File: src/rtl/color_stabilizer.sv
// color_stabilizer: averages the 48-bit colour sensor reading per window, classifies it and debounces
// the result into a clean colour plus strobes. Define COLOR_STAB_STATS_EN to add the change_count output.
module color_stabilizer #(
   parameter int         SAMPLE_PERIOD = 1000,
   parameter int         LOG_N         = 2,
   parameter int         STABLE_COUNT  = 3,
   parameter logic [7:0] DARK_THRESH   = 8'd16,
   parameter logic [7:0] WHITE_MIN     = 8'd160
) (
   input  logic        clock,
   input  logic        reset,
   input  logic        enable,
   input  logic [47:0] value,
   output logic [7:0]  avg_red,
   output logic [7:0]  avg_green,
   output logic [7:0]  avg_blue,
   output logic [2:0]  raw_color,
   output logic [2:0]  color,
   output logic        color_valid,
`ifdef COLOR_STAB_STATS_EN
   output logic [15:0] change_count,
`endif
   output logic        color_changed
);
   localparam int AW = 16 + LOG_N;
   localparam int PW = $clog2(SAMPLE_PERIOD);
   localparam int NW = LOG_N + 1;
   localparam int SW = $clog2(STABLE_COUNT + 1);

   typedef enum logic [2:0] {S_IDLE, S_WAIT, S_ACCUM, S_CLASSIFY, S_DEBOUNCE} state_t;
   state_t r_state, w_next;

   logic [PW-1:0] r_per;
   logic [NW-1:0] r_num;
   logic [SW-1:0] r_stab, w_stab;
   logic [AW-1:0] r_acc_r, r_acc_g, r_acc_b;
   logic [2:0]    r_prev, w_class;
   logic [7:0]    w_r, w_g, w_b, w_max, w_min;
   logic          w_rdom, w_same, w_pub, w_chg;

   // the high byte of the accumulator is the truncated average's high byte
   assign w_r    = r_acc_r[AW-1 -: 8];
   assign w_g    = r_acc_g[AW-1 -: 8];
   assign w_b    = r_acc_b[AW-1 -: 8];
   assign w_rdom = w_r >= w_g && w_r >= w_b;
   assign w_max  = w_rdom ? w_r : (w_g >= w_b ? w_g : w_b);
   assign w_min  = (w_r <= w_g && w_r <= w_b) ? w_r : (w_g <= w_b ? w_g : w_b);
   assign w_class = (w_max < DARK_THRESH) ? 3'd0 :
                    (w_min > WHITE_MIN) ? 3'd1 :
                    w_rdom ? (({w_g, 2'b00} >= 10'(w_r) * 10'd3) ? 3'd2 :
                              ({w_g, 2'b00} >= {2'b00, w_r}) ? 3'd4 : 3'd3) :
                    (w_g >= w_b) ? 3'd5 : 3'd6;

   // a zero stability count marks the previous class as invalid
   assign w_same = (r_stab != '0) && (raw_color == r_prev);
   assign w_stab = !w_same ? SW'(1) : (r_stab == SW'(STABLE_COUNT)) ? r_stab : r_stab + 1'b1;
   assign w_pub  = (r_state == S_DEBOUNCE) && enable && (w_stab == SW'(STABLE_COUNT)) &&
                   !(w_same && r_stab == SW'(STABLE_COUNT));
   assign w_chg  = w_pub && (raw_color != color);

   always_ff @(posedge clock)
      r_state <= (reset || !enable) ? S_IDLE : w_next;

   always_comb begin
      w_next = r_state;
      case (r_state)
         S_IDLE:     w_next = S_WAIT;
         S_WAIT:     w_next = (r_per == PW'(SAMPLE_PERIOD - 2)) ? S_ACCUM : S_WAIT;
         S_ACCUM:    w_next = (r_num == NW'(2**LOG_N - 1)) ? S_CLASSIFY : S_WAIT;
         S_CLASSIFY: w_next = S_DEBOUNCE;
         S_DEBOUNCE: w_next = S_WAIT;
         default:    w_next = S_IDLE;
      endcase
   end

   always_ff @(posedge clock) begin
      if (reset) begin
         r_per         <= '0;
         r_num         <= '0;
         r_stab        <= '0;
         r_prev        <= '0;
         r_acc_r       <= '0;
         r_acc_g       <= '0;
         r_acc_b       <= '0;
         avg_red       <= '0;
         avg_green     <= '0;
         avg_blue      <= '0;
         raw_color     <= '0;
         color         <= '0;
         color_valid   <= 1'b0;
         color_changed <= 1'b0;
      end else begin
         color_valid   <= w_pub;
         color_changed <= w_chg;
         if (!enable) begin
            r_per   <= '0;
            r_num   <= '0;
            r_stab  <= '0;
            r_acc_r <= '0;
            r_acc_g <= '0;
            r_acc_b <= '0;
         end else begin
            r_per <= (r_state == S_WAIT) ? r_per + 1'b1 : '0;
            if (r_state == S_ACCUM) begin
               r_acc_r <= r_acc_r + AW'(value[31:16]);
               r_acc_g <= r_acc_g + AW'(value[15:0]);
               r_acc_b <= r_acc_b + AW'(value[47:32]);
               r_num   <= r_num + 1'b1;
            end
            if (r_state == S_CLASSIFY) begin
               avg_red   <= w_r;
               avg_green <= w_g;
               avg_blue  <= w_b;
               raw_color <= w_class;
               r_acc_r   <= '0;
               r_acc_g   <= '0;
               r_acc_b   <= '0;
               r_num     <= '0;
            end
            if (r_state == S_DEBOUNCE) begin
               r_stab <= w_stab;
               r_prev <= raw_color;
            end
            if (w_pub)
               color <= raw_color;
         end
      end
   end

`ifdef COLOR_STAB_STATS_EN
   always_ff @(posedge clock)
      if (reset)
         change_count <= '0;
      else if (w_chg && change_count != 16'hFFFF)
         change_count <= change_count + 1'b1;
`endif
endmodule

File: config.mk
export PLATFORM = sky130hd
export DESIGN_NAME = color_stabilizer
export DESIGN_NICKNAME = d
export VERILOG_FILES = /design/src/rtl/color_stabilizer.sv
export SDC_FILE = /design/constraint.sdc
export NUM_CORES = 1
export LEC_CHECK = 0
export ABC_AREA = 1
export BUFFER_PORTS_ARGS = -buffer_cell sky130_fd_sc_hd__buf_2
export CAP_MARGIN = 10
export CORE_ASPECT_RATIO = 0.7
export CORE_MARGIN = 4
export CORE_UTILIZATION = 60
export CTS_CLUSTER_SIZE = 8
export DETAILED_ROUTE_END_ITERATION = 6
export GPL_TIMING_DRIVEN = 0
export PLACE_DENSITY = 0.84
export SLEW_MARGIN = 20
export SYNTH_ARGS = -nofsm -noshare
export SYNTH_HDL_FRONTEND = slang
export SYNTH_SLANG_ARGS = --single-unit
File: constraint.sdc
create_clock -name clock -period 3.4 [get_ports clock]
set_input_delay 0.17 -clock clock [delete_from_list [all_inputs] [get_ports clock]]
set_output_delay 0.17 -clock clock [all_outputs]
set_load 0.02 [all_outputs]
==> flow_metrics.env, run 1 <==
export IMPL_status="finished clean"
export IMPL_place_area_mm2=0.00833
export IMPL_post_synth_top_count_cell="nand2_1"
export IMPL_synth_compound_area_share=0.190
export IMPL_fin_cells=1389
export IMPL_synth_top_family_by_area="simple AND/OR/NAND/NOR gates"
export IMPL_worstSetupPathType="reg -> reg"
export IMPL_hp_class="in -> reg"
export IMPL_synthTopCellsByCount="nand2_1 (203), inv_1 (159), a21oi_1 (133), nor2_1 (120), dfxtp_1 (107)"
export IMPL_critPathLaunchType="register"
export IMPL_holdWs_ps=70.0
export IMPL_fin_skew_ps=8.53
export IMPL_cts_setup_buffers=0
export IMPL_critPathRequiredTime_ps=3700
export IMPL_io_buffers=81
export IMPL_first_pass_iters=5
export IMPL_start_util=0.617
export IMPL_yosysTopAreaCell="dfxtp_1"
export IMPL_yosysWarnings=0
export IMPL_clk_pin_slew_worst_paths_ps=90
export IMPL_max_slew_worst_pin_slew_ps=706
export IMPL_vdd_drop_max_mv=0.295
export IMPL_hpwlAfterDp_um=15500
export IMPL_avgSynthCellArea_um2=6.83
export IMPL_wl_um=19800
export IMPL_nets=1374
export IMPL_yosysTopAreaCellShare=0.277
export IMPL_viasPerCell=5.48
export IMPL_synthCells=1130
export IMPL_overflow=0
export IMPL_path_max_fanout=6
export IMPL_setup_violations=0
export IMPL_placed_cells_incl_taps=1373
export IMPL_die_area_mm2=0.0148
export IMPL_fmax_mhz=308
export IMPL_std_cell_rows=34
export IMPL_drt_iter0_drc=508
export IMPL_synthXorXnorAreaFrac=0.0340
export IMPL_cts_max_path_buffers=2
export IMPL_critPathMaxStageDelay_ps=450
export IMPL_wl_per_cell_um=14.3
export IMPL_synth_fa_ha_area_frac=0.168
export IMPL_die_width_um=144
export IMPL_grt_usage=0.274
export IMPL_slew_violations=0
export IMPL_dpl_worst_slack_ps=-2.15
export IMPL_crit_buf_inv=1
export IMPL_die_height_um=103
export IMPL_hold_viol=0
export IMPL_ys_ff_latch=107
export IMPL_grt_pass1_wl_um=33000
export IMPL_cp_top_family="compound AO/OA/AOI/OAI gates"
export IMPL_drive_above_1_share=0.0986
export IMPL_core_area_mm2=0.0125
export IMPL_synth_mux_area_fraction=0
export IMPL_synth_cell_type_count=38
export IMPL_relSlewSlack=0.529
export IMPL_n_fill_cell=1110
export IMPL_cts_tree="done"
export IMPL_cts_sinks=107
export IMPL_syn_to_final_growth_pct=12.1
export IMPL_fin_crit_sh=0.955
export IMPL_arrival_ps=3540
export IMPL_timing_final_ws_setup_ps=154
export IMPL_p_leak_nw=4.52
export IMPL_fin_tns_setup_ps=0
export IMPL_ys_flop_type="dfxtp_1"
export IMPL_clockRootBuffer="clkbuf_16"
export IMPL_grt_pass1_vias=6983
export IMPL_ios=83
export IMPL_hold_buffers=0
export IMPL_antenna_found_initial=0
export IMPL_critPathMostFrequentCell="a21oi_1"
export IMPL_regToRegSetupSlack_ps=150
export IMPL_syn_nets=1282
export IMPL_grt_max_degree=23
export IMPL_synthSimpleGateAreaFrac=0.237
export IMPL_maxCapViolCount=0
export IMPL_worstPathCellList="inv_1 -> fa_1 -> o21ai_0 -> a21oi_1 -> o21ai_1 -> a21oi_1 -> ha_1 -> a21o_1 -> nor2_1 -> nand3_1 -> nor2_1 -> o21ai_0 -> nand3_1 -> nand2_1 -> a21oi_1"
export IMPL_endpoint_kind="register"
export IMPL_drtAntennaViolNets=0
export IMPL_ys_seq_area_frac=0.277
export IMPL_cts_max_level=3
export IMPL_min_period_ps=3250
export IMPL_route_detailed_drc=0
export IMPL_gp_congestion=0.973
export IMPL_synthArstFlopShare=0
export IMPL_mappedNetlistArea_mm2=0.00772
export IMPL_design_area_mm2=0.00865
export IMPL_antenna_diode_count=0
export IMPL_critPathSlowestCell="fa_1"
export IMPL_num_vias=7607
export IMPL_yosys_top_cells_area="dfxtp_1 (28%), ha_1 (16%), nand2_1 (9.9%)"
export IMPL_numCtsBuffers=9
export IMPL_synth_edff_count=0
export IMPL_clk_latency_ps=360
export IMPL_power_density_mw_per_mm2=292
[kinds of logic after synthesis]
group | count (synthesis)
fa+ha+maj | 101
xor+xnor | 30
compound gates | 270
simple gates | 434
buf+inv | 188
flops | 107
[state kept, by name (all words and copies together) (netlist names)]
signal,flops
r_acc_b,18
r_acc_g,18
r_acc_r,18
r_per,10
avg_blue,8
avg_green,8
avg_red,8
color,3
r_num,3
r_prev,3
r_state,3
raw_color,3
r_stab,2
color_changed,1
color_valid,1
[final timing paths]
check                                 from                   endpoint  cells after the start
setup / recovery  r_acc_r[12]$_SDFFE_PP0P_  raw_color[0]$_SDFFE_PP0P_                     15
hold reg to reg        r_per[9]$_SDFF_PP0_        r_per[9]$_SDFF_PP0_                      1
setup reg to reg  r_acc_r[12]$_SDFFE_PP0P_  raw_color[0]$_SDFFE_PP0P_                     15
hold / removal                       reset  raw_color[1]$_SDFFE_PP0P_                      2
[cells in the final DEF, fill, tap and decap left out, types with 14 or more instances in the layout]
cell	count
clkbuf_1	18
inv_1	159
nor2_1	119
a21o_1	14
buf_2	86
nand4_1	14
a21oi_1	132
ha_1	97
dfxtp_1	104
xor2_1	21
nand3_1	74
nand2_1	203
o21ai_0	83
[area by class of cell]
cell class | instances | area, um^2 | share of cell area
multi-input cells | 835 | 4860 | 0.561
flip-flops and latches | 107 | 2150 | 0.248
inverters | 163 | 612 | 0.0707
repair buffers | 81 | 405 | 0.0468
clock buffers | 9 | 225 | 0.0260
well taps | 162 | 203 | 0.0234
plain buffers | 25 | 115 | 0.0133
clock inverters | 7 | 88.8 | 0.0103
[repair_timing]
| action | in CTS | in global routing |
|---|---|---|
| endpoints found under the setup margin | 1 | 3 |
| pin swaps | 0 | 1 |
| gates resized for setup | 2 | 5 |
[per-stage QoR]
stage / power (W) / utilization
global route: 0.00261 / 0.692
detailed placement: 0.00145 / 0.666
CTS: 0.00254 / 0.691
floorplan: 0.00139 / -
finish: 0.00253 / 0.692
global placement: 0.00145 / 0.666
[per-layer routing]
metal | wire [um] | vias to the layer above | GRT usage
li1 | - | 3947 | -
met4 | 249 | 0 | 0.0492
met1 | 9550 | 3387 | 0.393
met3 | 1510 | 27 | 0.0459
met2 | 8510 | 246 | 0.442
met5 | 0 | - | 0
[where the power goes]
group          switching [W]  leakage (nW)  total [W]  internal (W)
Sequential        0.00000107         0.863    0.00125       0.00125
Combinational       0.000106          3.50   0.000170     0.0000640
Clock               0.000572         0.152    0.00110      0.000532
Total               0.000679          4.52    0.00253       0.00185
(Power assumes the default switching activity.)
==> run 2, diff against run 1 <==
Settings changed: CORE_MARGIN 4 to unset.
==> run 2 against run 1 <==
  * Sequential share of layout area barely moved
  * Largest power group unchanged
  * Die area is 9.8% lower
  * Critical endpoint unchanged
  * Clock power barely moved
  * First-iteration DRC count is 0.39% higher
  * Core utilization grew 0.13 points
  * Sequential cell count unchanged
==> flow_metrics.env, run 2 (same netlist as run 1, synthesis figures left out) <==
export IMPL_wl_met2_um=8620
export IMPL_final_common_cell="nand2_1"
export IMPL_critPathSlowestCell="fa_1"
export IMPL_p_total_w=0.00249
export IMPL_fin_crit_sh=0.952
export IMPL_fin_skew_ps=12.4
export IMPL_gp_congestion=0.941
export IMPL_antenna_diode_count=0
export IMPL_critPathRequiredTime_ps=3690
export IMPL_num_vias=7732
export IMPL_r2r_start="r_acc_r[12]$_SDFFE_PP0P_"
export IMPL_final_cell_mix="nand2_1 (203), inv_1 (159), a21oi_1 (132)"
export IMPL_std_cell_rows=34
export IMPL_fmax_mhz=309
export IMPL_cts_sinks=107
export IMPL_io_buffers=81
export IMPL_setup_violations=0
export IMPL_syn_to_final_growth_pct=11.9
export IMPL_wl_um=20100
export IMPL_fin_tns_setup_ps=0
export IMPL_grt_usage=0.312
export IMPL_path_max_fanout=6
export IMPL_cp_startpoint="r_acc_r[12]$_SDFFE_PP0P_"
export IMPL_p_leak_nw=4.51
export IMPL_critPathMaxStageDelay_ps=470
export IMPL_nets=1374
export IMPL_cts_max_level=3
export IMPL_die_width_um=138
export IMPL_grt_pass1_vias=7153
export IMPL_wl_per_cell_um=14.4
export IMPL_die_height_um=96.9
export IMPL_cts_tree="done"
export IMPL_clockRootBuffer="clkbuf_16"
export IMPL_critPathMostFrequentCell="a21oi_1"
export IMPL_die_area_mm2=0.0133
export IMPL_rsz0062_at_grt="false"
export IMPL_max_slew_worst_pin_slew_ps=731
export IMPL_drt_iter0_drc=510
export IMPL_min_period_ps=3240
export IMPL_core_area_mm2=0.0125
export IMPL_n_fill_cell=1063
export IMPL_grt_max_degree=22
export IMPL_clk_pin_slew_worst_paths_ps=80
export IMPL_holdCritStartpoint="reset"
export IMPL_viasPerCell=5.57
export IMPL_start_util=0.619
export IMPL_power_density_mw_per_mm2=288
export IMPL_overflow=0
export IMPL_cts_max_path_buffers=2
export IMPL_ios=83
export IMPL_seqCellArea_mm2=0.00215
export IMPL_top_layer_used="met4"
export IMPL_endpoint_kind="register"
export IMPL_reg2reg_depth=15
export IMPL_clk_latency_ps=360
export IMPL_route_detailed_drc=0
export IMPL_regToRegSetupSlack_ps=160
export IMPL_drive_above_1_share=0.0986
export IMPL_rr_endpoint="raw_color[0]$_SDFFE_PP0P_"
export IMPL_arrival_ps=3520
export IMPL_wl_met1_um=9460
export IMPL_slew_violations=0
export IMPL_worstPathCellList="inv_1 -> fa_1 -> o21ai_1 -> a21oi_1 -> o21ai_1 -> a21oi_1 -> ha_1 -> a21o_1 -> nor2_1 -> nand3_1 -> nor2_1 -> o21ai_0 -> nand3_1 -> nand2_1 -> a21oi_1"
export IMPL_cts_setup_buffers=0
export IMPL_vdd_drop_max_mv=0.288
export IMPL_critPathLaunchType="register"
export IMPL_maxCapViolCount=0
export IMPL_hpwlAfterDp_um=15600
export IMPL_top_regs="r_acc_b (18), r_acc_g (18), r_acc_r (18)"
export IMPL_grt_pass1_wl_um=33000
export IMPL_drtAntennaViolNets=0
export IMPL_hp_class="in -> reg"
export IMPL_hold_viol=0
export IMPL_endpoint="raw_color[0]$_SDFFE_PP0P_"
export IMPL_worstSetupPathType="reg -> reg"
export IMPL_antenna_found_initial=0
export IMPL_multiInputGateArea_mm2=0.00486
export IMPL_wl_met3_um=1540
export IMPL_relSlewSlack=0.513
export IMPL_numCtsBuffers=9
export IMPL_status="finished clean"
export IMPL_first_pass_iters=5
## run 2: cell types whose count changed in the layout (fill, tap and decap cells not counted)
| cell | delta |
|---|---|
| clkinv_8 | -1 |
| clkinvlp_4 | +1 |
| inv_8 | -1 |
| clkinv_4 | -1 |
| dfxtp_4 | -1 |
| dfxtp_2 | +1 |
| o21ai_1 | +1 |
| inv_6 | +2 |
| o21ai_0 | -1 |
## run 2: how the worst min path moves through the flow
stage / cells past startpoint / endpoint / slack (ps)
2_1_floorplan: 2 / r_state[2]$_SDFF_PP0_ / 360
3_3_place_gp: 1 / r_per[9]$_SDFF_PP0_ / 440
3_5_place_dp: 1 / r_per[0]$_SDFF_PP0_ / 450
4_1_cts: 2 / raw_color[2]$_SDFFE_PP0P_ / 90
5_1_grt: 2 / raw_color[2]$_SDFFE_PP0P_ / 90
6_report: 2 / raw_color[2]$_SDFFE_PP0P_ / 90
## run 2: final cells by class
| class | instances | share of cell area |
|---|---|---|
| inverter | 163 | 0.0708 |
| tap | 162 | 0.0235 |
| buffer | 25 | 0.0133 |
| timing repair buffer | 81 | 0.0469 |
| clock buffer | 9 | 0.0261 |
| sequential | 107 | 0.248 |
| clock inverter | 7 | 0.00898 |
| multi-input combinational | 835 | 0.562 |
## run 2: repair_timing
action                     4_1_cts  5_1_grt
resized for setup                3        4
hold buffers                     0        0
pin swaps                        0        0
setup endpoints to repair        3        3
## run 2: critical path: cells and delay by family, from the launching register on
family          cells  cell delay, ps
simple gates        5             580
buf+inv             1             170
flops               1             440
compound gates      7            1190
fa+ha+maj           2             790
## run 2: metal layers
metal  global-route usage  up-vias
met3               0.0702       47
li1                     -     3954
met5                    0        -
met2                0.492      261
met1                0.418     3470
met4                0.103        0
## run 2: through the flow
| stage | area, um^2 | hold WS [ps] | instances | util | setup WS, ps |
|---|---|---|---|---|---|
| CTS | 8630 | 91.3 | 1389 | 0.693 | 122 |
| global route | 8640 | 93.3 | 1389 | 0.693 | 10.4 |
| floorplan | 7720 | 361 | 1130 | - | 636 |
| detailed placement | 8330 | 451 | 1373 | 0.668 | -53.1 |
| global placement | 8330 | 437 | 1373 | 0.668 | 88.2 |
| finish | 8640 | 94.1 | 1389 | 0.693 | 163 |
## run 2: where the power goes
group,total (W),internal (W),switching [W]
clock network,0.00107,0.000524,0.000544
registers,0.00125,0.00125,0.00000106
logic,0.000170,0.0000639,0.000106
total,0.00249,0.00184,0.000652
==> run 3, diff against run 2 <==
Settings changed: BUFFER_PORTS_ARGS -buffer_cell sky130_fd_sc_hd__buf_2 to unset, DONT_BUFFER_PORTS set to 1, PLACE_DENSITY 0.84 to 0.79.
==> run 3 against run 2 <==
  * Via count fell by 5.6%
  * Critical path depth did not move
  * Sequential power barely moved
  * Cell area fell by 4.6%
  * Clock skew fell by 4.6 ps
  * Register-to-register slack improved by 20 ps
  * Count of clock-buffer cells in the layout did not move
  * Critical path type unchanged
==> flow_metrics.env, run 3 (same netlist as run 1, synthesis figures left out) <==
export IMPL_status="finished clean"
export IMPL_antenna_diode_count=0
export IMPL_relSlewSlack=0.521
export IMPL_seq_power_share=0.505
export IMPL_die_area_mm2=0.0133
export IMPL_grt_pass1_vias=6657
export IMPL_wl_um=19500
export IMPL_num_vias=7297
export IMPL_min_period_ps=3220
export IMPL_hold_viol=0
export IMPL_start_util=0.619
export IMPL_antenna_found_initial=0
export IMPL_hp_class="in -> reg"
export IMPL_final_util=0.661
export IMPL_nets=1293
export IMPL_numCtsBuffers=9
export IMPL_worstSetupPathType="reg -> reg"
export IMPL_cts_tree="done"
export IMPL_fin_cells=1308
export IMPL_clk_pin_slew_worst_paths_ps=80
export IMPL_fin_crit_sh=0.947
export IMPL_placed_cells_incl_taps=1292
export IMPL_gp_congestion=0.928
export IMPL_crit_buf_inv=1
export IMPL_arrival_ps=3510
export IMPL_hold_buffers=0
export IMPL_p_switching_w=0.000651
export IMPL_met1_usage=0.440
export IMPL_critPathRequiredTime_ps=3690
export IMPL_worstPathCellList="inv_1 -> fa_1 -> o21ai_1 -> a21oi_1 -> o21ai_1 -> a21oi_1 -> ha_1 -> a21o_1 -> nor2_1 -> nand3_1 -> nor2_1 -> o21ai_0 -> nand3_1 -> nand2_1 -> a21oi_1"
export IMPL_cts_max_path_buffers=2
export IMPL_vdd_drop_max_mv=0.268
export IMPL_fin_tns_setup_ps=0
export IMPL_cp_top_family="compound AO/OA/AOI/OAI gates"
export IMPL_ios=83
export IMPL_max_slew_worst_pin_slew_ps=719
export IMPL_clockRootBuffer="clkbuf_16"
export IMPL_clkPwrFrac=0.440
export IMPL_maxCapViolCount=0
export IMPL_fin_skew_ps=7.74
export IMPL_die_width_um=138
export IMPL_final_cell_mix="nand2_1 (203), inv_1 (159), a21oi_1 (133)"
export IMPL_drive_above_1_share=0.0332
export IMPL_internal_power_w=0.00183
export IMPL_p_leak_nw=4.14
export IMPL_std_cell_rows=34
export IMPL_io_buffers=0
export IMPL_viasPerCell=5.58
export IMPL_dpl_worst_slack_ps=-12.1
export IMPL_final_common_cell="nand2_1"
export IMPL_grt_usage=0.304
export IMPL_grt_max_degree=23
export IMPL_route_detailed_drc=0
export IMPL_critPathSlowestCell="dfxtp_2"
export IMPL_critPathMaxStageDelay_ps=480
export IMPL_hpwlAfterDp_um=15200
export IMPL_regToRegSetupSlack_ps=180
export IMPL_power_share_combinational=0.055
export IMPL_drtAntennaViolNets=0
export IMPL_core_area_mm2=0.0125
export IMPL_fmax_mhz=311
export IMPL_die_height_um=96.9
export IMPL_cts_max_level=3
export IMPL_endpoint_kind="register"
export IMPL_critPathMostFrequentCell="a21oi_1"
export IMPL_syn_to_final_growth_pct=6.74
export IMPL_critPathLaunchType="register"
export IMPL_p_sw_frac=0.263
export IMPL_grt_pass1_wl_um=32200
export IMPL_overflow=0
export IMPL_setup_violations=0
export IMPL_slew_violations=0
export IMPL_path_max_fanout=8
export IMPL_cts_sinks=107
export IMPL_timing_final_ws_setup_ps=180
export IMPL_wl_per_cell_um=14.9
export IMPL_top_regs="r_acc_b (18), r_acc_g (18), r_acc_r (18)"
export IMPL_top_usage_layer="met2"
export IMPL_power_density_mw_per_mm2=301
export IMPL_rsz0062_at_grt="false"
export IMPL_drt_iter0_drc=488
export IMPL_first_pass_iters=5
export IMPL_met3_usage=0.0634
export IMPL_clk_latency_ps=360
export IMPL_met2_usage=0.457
-- run 3: cell count changes in the layout (fill, tap and decap cells not counted), moves of 2 or more --
cell     delta
inv_6       -2
inv_8       +2
buf_2      -81
dfxtp_4     +2
dfxtp_2     -2
-- run 3: cell type report --
type                            count  area, um^2
Multi-Input combinational cell    835        4850
Tap cell                          162         203
Clock inverter                      7        83.8
Fill cell                        1133        4220
Clock buffer                        9         225
Sequential cell                   107        2150
Buffer                             25         115
Inverter                          163         612
-- run 3: through the flow --
step                      instance area, um^2  hold slack, ps  power [W]
after floorplan                          7720             361    0.00139
after global placement                   7920             412    0.00142
final                                    8240            43.3    0.00248
after detailed placement                 7920             423    0.00142
after global routing                     8240            41.7    0.00256
after CTS                                8230            36.4    0.00250
-- run 3: path summary, 6_finish.rpt --
kind	start	end	cells after the start
setup / recovery	r_acc_r[11]$_SDFFE_PP0P_	raw_color[0]$_SDFFE_PP0P_	15
hold / removal	enable	r_state[2]$_SDFF_PP0_	2
setup reg to reg	r_acc_r[11]$_SDFFE_PP0P_	raw_color[0]$_SDFFE_PP0P_	15
hold reg to reg	r_acc_r[0]$_SDFFE_PP0P_	r_acc_r[0]$_SDFFE_PP0P_	2
-- run 3: what timing repair did --
item	4_1_cts	5_1_grt
resized for setup	2	6
setup endpoints to repair	1	3
buffers inserted	0	0
-- run 3: power by group through the flow --
stage,clock (W),sequential [W],combinational (W)
after floorplan,0,0.00128,0.000106
after global placement,0,0.00128,0.000132
after detailed placement,0,0.00128,0.000134
after CTS,0.00111,0.00125,0.000135
after global routing,0.00115,0.00125,0.000157
final,0.00109,0.00125,0.000137
-- run 3: metal layers --
metal	up-vias	wire length [um]
met5	-	0
met4	0	223
met3	21	1410
met2	222	8100
met1	3277	9740
li1	3777	-
-- run 3: worst register-to-register path: stages, from the launching register on --
cell and delay, ps:
dfxtp_2 480, inv_1 130, fa_1 470, o21ai_1 280, a21oi_1 110, o21ai_1 250, a21oi_1 120, ha_1 310
a21o_1 190, nor2_1 150, nand3_1 90, nor2_1 210, o21ai_0 140, nand3_1 80, nand2_1 50, a21oi_1 110
